File: src/rtl/beat_hit_judge.sv
// beat_hit_judge
//   Turns a raw, bouncing player button into judged hit/miss pulses.
//   First the button is synchronised and debounced. Each debounced rising
//   edge counts as one press. A beat tick opens a timing window, and every
//   press is judged against the window state.
//
//   Ports:
//     clk        clock, all state updates on the rising edge
//     rst        asynchronous active-high reset
//     btn_raw    raw asynchronous button, active-high
//     beat       one-cycle beat tick, synchronous to clk
//     niceplay   registered one-cycle hit pulse
//     miss       registered one-cycle miss pulse
//     btn_level  debounced button level
//     streak     consecutive hits, saturating at 255
//     win_open   high while the judge is in the WINDOW state
module beat_hit_judge #(
    parameter int unsigned DEBOUNCE = 4,
    parameter int unsigned WINDOW   = 8
) (
    input  logic       clk,
    input  logic       rst,
    input  logic       btn_raw,
    input  logic       beat,
    output logic       niceplay,
    output logic       miss,
    output logic       btn_level,
    output logic [7:0] streak,
    output logic       win_open
);

    typedef enum logic [1:0] {
        IDLE   = 2'd0,
        WINDOW_ST = 2'd1,
        DONE   = 2'd2
    } state_t;

    state_t     state, state_next;
    logic       btn_meta, btn_sync, btn_level_d;
    logic [7:0] db_cnt;
    logic [7:0] win_cnt, win_cnt_next;
    logic       press, hit, miss_c;

    // Two-flop synchroniser followed by the debounce counter.
    // btn_level only flips after btn_sync has disagreed with it for DEBOUNCE cycles.
    always_ff @(posedge clk or posedge rst) begin
        if (rst) begin
            btn_meta    <= 1'b0;
            btn_sync    <= 1'b0;
            btn_level   <= 1'b0;
            btn_level_d <= 1'b0;
            db_cnt      <= '0;
        end else begin
            btn_meta    <= btn_raw;
            btn_sync    <= btn_meta;
            btn_level_d <= btn_level;
            if (btn_sync == btn_level) begin
                db_cnt <= '0;
            end else if (db_cnt == 8'(DEBOUNCE - 1)) begin
                btn_level <= btn_sync;
                db_cnt    <= '0;
            end else begin
                db_cnt <= db_cnt + 8'd1;
            end
        end
    end

    // A release (falling edge) never produces a press.
    assign press = btn_level & ~btn_level_d;

    always_ff @(posedge clk or posedge rst) begin
        if (rst) begin
            state    <= IDLE;
            win_cnt  <= '0;
            niceplay <= 1'b0;
            miss     <= 1'b0;
            streak   <= '0;
        end else begin
            state    <= state_next;
            win_cnt  <= win_cnt_next;
            niceplay <= hit;
            miss     <= miss_c;
            if (hit) begin
                if (streak != 8'hFF) streak <= streak + 8'd1;
            end else if (miss_c) begin
                streak <= '0;
            end
        end
    end

    always_comb begin
        state_next   = state;
        win_cnt_next = win_cnt;
        hit          = 1'b0;
        miss_c       = 1'b0;
        case (state)
            IDLE, DONE: begin
                if (beat && press) begin
                    hit        = 1'b1;
                    state_next = DONE;
                end else if (beat) begin
                    state_next   = WINDOW_ST;
                    win_cnt_next = '0;
                end else if (press) begin
                    miss_c = 1'b1;
                end
            end
            WINDOW_ST: begin
                // A press takes priority over both a new beat and the timeout.
                if (press) begin
                    hit = 1'b1;
                    if (beat) begin
                        state_next   = WINDOW_ST;
                        win_cnt_next = '0;
                    end else begin
                        state_next = DONE;
                    end
                end else if (beat) begin
                    miss_c       = 1'b1;
                    win_cnt_next = '0;
                end else if (win_cnt == 8'(WINDOW - 1)) begin
                    miss_c     = 1'b1;
                    state_next = IDLE;
                end else begin
                    win_cnt_next = win_cnt + 8'd1;
                end
            end
            default: state_next = IDLE;
        endcase
    end

    assign win_open = (state == WINDOW_ST);

endmodule

File: config.mk
export PLATFORM = sky130hd
export DESIGN_NAME = beat_hit_judge
export DESIGN_NICKNAME = d
export VERILOG_FILES = /design/src/rtl/beat_hit_judge.sv
export SDC_FILE = /design/constraint.sdc
export NUM_CORES = 1
export LEC_CHECK = 0
export BUFFER_PORTS_ARGS = -buffer_cell sky130_fd_sc_hd__buf_2
export CAP_MARGIN = 20
export CORE_ASPECT_RATIO = 0.6
export CORE_UTILIZATION = 40
export DETAILED_ROUTE_END_ITERATION = 10
export GPL_TIMING_DRIVEN = 0
export PLACE_DENSITY = 0.59
export SKIP_LAST_GASP = 1
export SYNTH_ARGS = -nofsm -noshare
export SYNTH_HDL_FRONTEND = slang
export SYNTH_SLANG_ARGS = --single-unit
File: constraint.sdc
create_clock -name clk -period 3.1 [get_ports clk]
set_input_delay 0.155 -clock clk [delete_from_list [all_inputs] [get_ports clk]]
set_output_delay 0.155 -clock clk [all_outputs]
set_load 0.1 [all_outputs]
==> results.md <==
* Clk_skew at 6.17 ps
* Row count at 17
* Post-synthesis mux area share at 0.682%
* Setup ws final at 1050 ps
* Syn-to-layout area delta at 17.2%
* Routability cong. at 0.834
* Die Y at 51.8 um
* Clk pin slew, worst setup/hold paths at 70 ps
* Nets at 198
* Number of remaining DRC errors at 0
* Grt ovf at 0
* IO Pins at 16
* DRT iter0 DRCs at 141
* First-pass GRT wire length at 6350 um
* Root Driver: clkbuf_8
* Total clock buffers created by CTS at 5
* Vias per cell at 5.77
* Max Fclk at 487 MHz
* Outcome: completed
* Met1 Use GR at 25.9%
* Endpoints failing setup at 0
* Worst relative slew slack at 40.1%
* Met3 Use GR at 5.40%
* Synth Area in Compound Gates at 17.9%
* Fraction of layout cells with a size suffix above 1 at 16.1%
* Post-Synthesis Cell Area at 0.00165 mm2
* Die W at 85.0 um
* Adder-cell share of the synthesized area at 2.27%
* IO buf count at 14
* Final Cell Area at 0.00194 mm2
* Via count at 1379
* Yosys warning count at 0
* Worst Setup End Kind: register
* Final hold vios at 0
* Drt pass-1 iters at 4
* Hold Worst Slack at 188 ps
* Initial core utilization at 43.4%
* RSZ-0062 raised after global routing: no
* Post-cts resize count at 0
* Ratio of final minimum period to clock period at 66.2%
* Hpwl dp at 2540 um
* Largest net degree at the start of global routing at 23
* Clock buffer depth at 2
* Gate Count Post-Synth at 167
* DRT Wirelength at 3560 um
* Post-synth EDFFs at 0
* Netlist cell types at 40
* Final Slew Violations at 0
* All-layer global routing usage at 19.0%
* Post-Synth Simple-Gate Area at 21.9%
* Vias in the first global route at 1369
* Max-cap violations at 0
* CTS tree: done
* Largest family of logic cells by synthesized area: simple AND/OR/NAND/NOR gates
* Placeable Area at 0.00381 mm2
* Final min period at 2050 ps
* Worst Hold Class: in -> reg
* Leak Pwr at 0.000871 uW
* CP arrival at 2250 ps
* Overall Power at 1700 uW
* GR peak layer: met2
* Syn_nets at 174
* Cts hold-fix bufs at 2
* Setup TNS at 0 ps
* Detail Route Antenna Nets at 0
* Avg Inst Size Synth at 9.89 um2
* Worst Hold Path Cells at 3
* Full die area at 0.00440 mm2
* Post-Place Cell Area at 0.00181 mm2
* Sink Count at 32
* Dpl ws at 1150 ps
* Setup bufs post-CTS at 0
* Initial antenna violation count at 0
* Antenna cells at 0
* Post-synth ARST share at 100%
* Critical path type: reg -> reg
* Crit start category: register
* Ys flop type: dfrtp_1
* Sequential area share after synthesis at 48.5%
* PD cells at 879 mW/mm2
* Worst R2R Path Depth at 5
* GR Util met2 at 29.4%
* H-tree depth at 2
* Worst-margin pin slew at 892 ps
* Largest fanout on the critical path at 9
* Wire per inst at 14.9 um
* Xor/xnor share of the synthesized area at 5.30%
* Critical path data required time at 3300 ps
* Worst-Skew Late Latency at 280 ps
* Number of synthesized register bits at 32
* Peak VDD IR at 0.294 mV
through the flow:
| stage | instances | util, % |
|---|---|---|
| 2_1_floorplan | 167 | - |
| 3_3_place_gp | 228 | 46.8 |
| 3_5_place_dp | 229 | 47.5 |
| 4_1_cts | 239 | 50.8 |
| 5_1_grt | 239 | 50.8 |
| 6_report | 239 | 50.8 |
cells in the mapped netlist (2+ instances only):
library cell	n	share of area [%]
a21oi_1	4	1.2
o21a_1	2	0.91
and2_1	2	0.76
and3_1	3	1.1
or4_1	3	1.4
a21o_1	2	0.91
nand3_1	10	3.0
o31ai_1	2	0.91
o211ai_1	9	4.1
nand2_1	12	2.7
nand4_1	2	0.76
buf_6	2	1.4
dfrtp_1	32	48
nor4_1	2	0.76
o21ai_0	18	5.5
nand2b_1	3	1.1
nor2b_1	2	0.76
ha_1	3	2.3
nor4b_1	2	1.1
xor2_1	7	3.7
xnor2_1	3	1.6
or3_1	3	1.1
nor3_1	5	1.5
nor2_1	15	3.4
inv_1	4	0.91
power by group:
group,internal [uW],switching (uW),total (uW)
logic,182,557,739
registers,495,70.2,566
clock network,238,159,397
total,916,786,1700
worst max-delay path, stage by stage (launching register included):
cell and delay [ps]:
dfrtp_1 420, ha_1 210, nand3_1 180, nor3_1 780
o21ai_0 180, o211ai_1 200
registers in the layout (all words and copies together), names as in the netlist:
signal / flops
niceplay: 1
btn_level_d: 1
streak: 8
btn_level: 1
miss: 1
btn_meta: 1
win_cnt: 8
btn_sync: 1
db_cnt: 8
state: 2
layer usage:
layer,part of all wire (%),vias to the layer above
met2,45,40
met5,0,-
met1,48,674
met3,5.9,4
met4,0.53,0
li1,-,661
logic make-up (layout without fill, tap and decap cells):
group,after synthesis,in the layout
xor gates and xnor gates,10,10
adders and majority gates,3,3
muxes,1,1
and+or+nand+nor,68,68
DFF,32,32
AOI/OAI and AO/OA,43,43
buffers and inverters,10,35
cell type report:
type	instances	area (um2)
timing repair buffer	17	118
sequential	32	801
multi-input combinational	125	793
inverter	5	18.8
buffer	5	38.8
fill	349	1870
clock buffer	6	72.6
tap	47	58.8
clock inverter	2	35.0
cell usage in the layout (no fill, tap or decap), types with 2 or more instances in the layout:
master         netlist  final
dfrtp_1             32     32
o21ai_0             18     18
nor2_1              15     15
buf_2                1     15
nand2_1             12     12
nand3_1             10     10
o211ai_1             9      9
xor2_1               7      7
nor3_1               5      5
clkbuf_8             0      5
inv_1                4      4
a21oi_1              4      4
nand2b_1             3      3
or3_1                3      3
or4_1                3      3
and3_1               3      3
xnor2_1              3      3
ha_1                 3      3
buf_6                2      2
a21o_1               2      2
nand4_1              2      2
o21a_1               2      2
nor4b_1              2      2
nor4_1               2      2
o31ai_1              2      2
nor2b_1              2      2
and2_1               2      2
dlygate4sd3_1        0      2
worst paths after layout:
| path | from | to | slack, ps |
|---|---|---|---|
| max reg2reg | streak[0] | streak[6] | 1050 |
| min reg2reg | btn_meta | btn_sync | 360 |
| max in group asynchronous | rst | win_cnt[5] | 2180 |
| min | beat | win_cnt[1] | 190 |
| max | streak[0] | streak[6] | 1050 |
| min in group asynchronous | rst | db_cnt[4] | 450 |
Power figures use the tool's default switching activity.
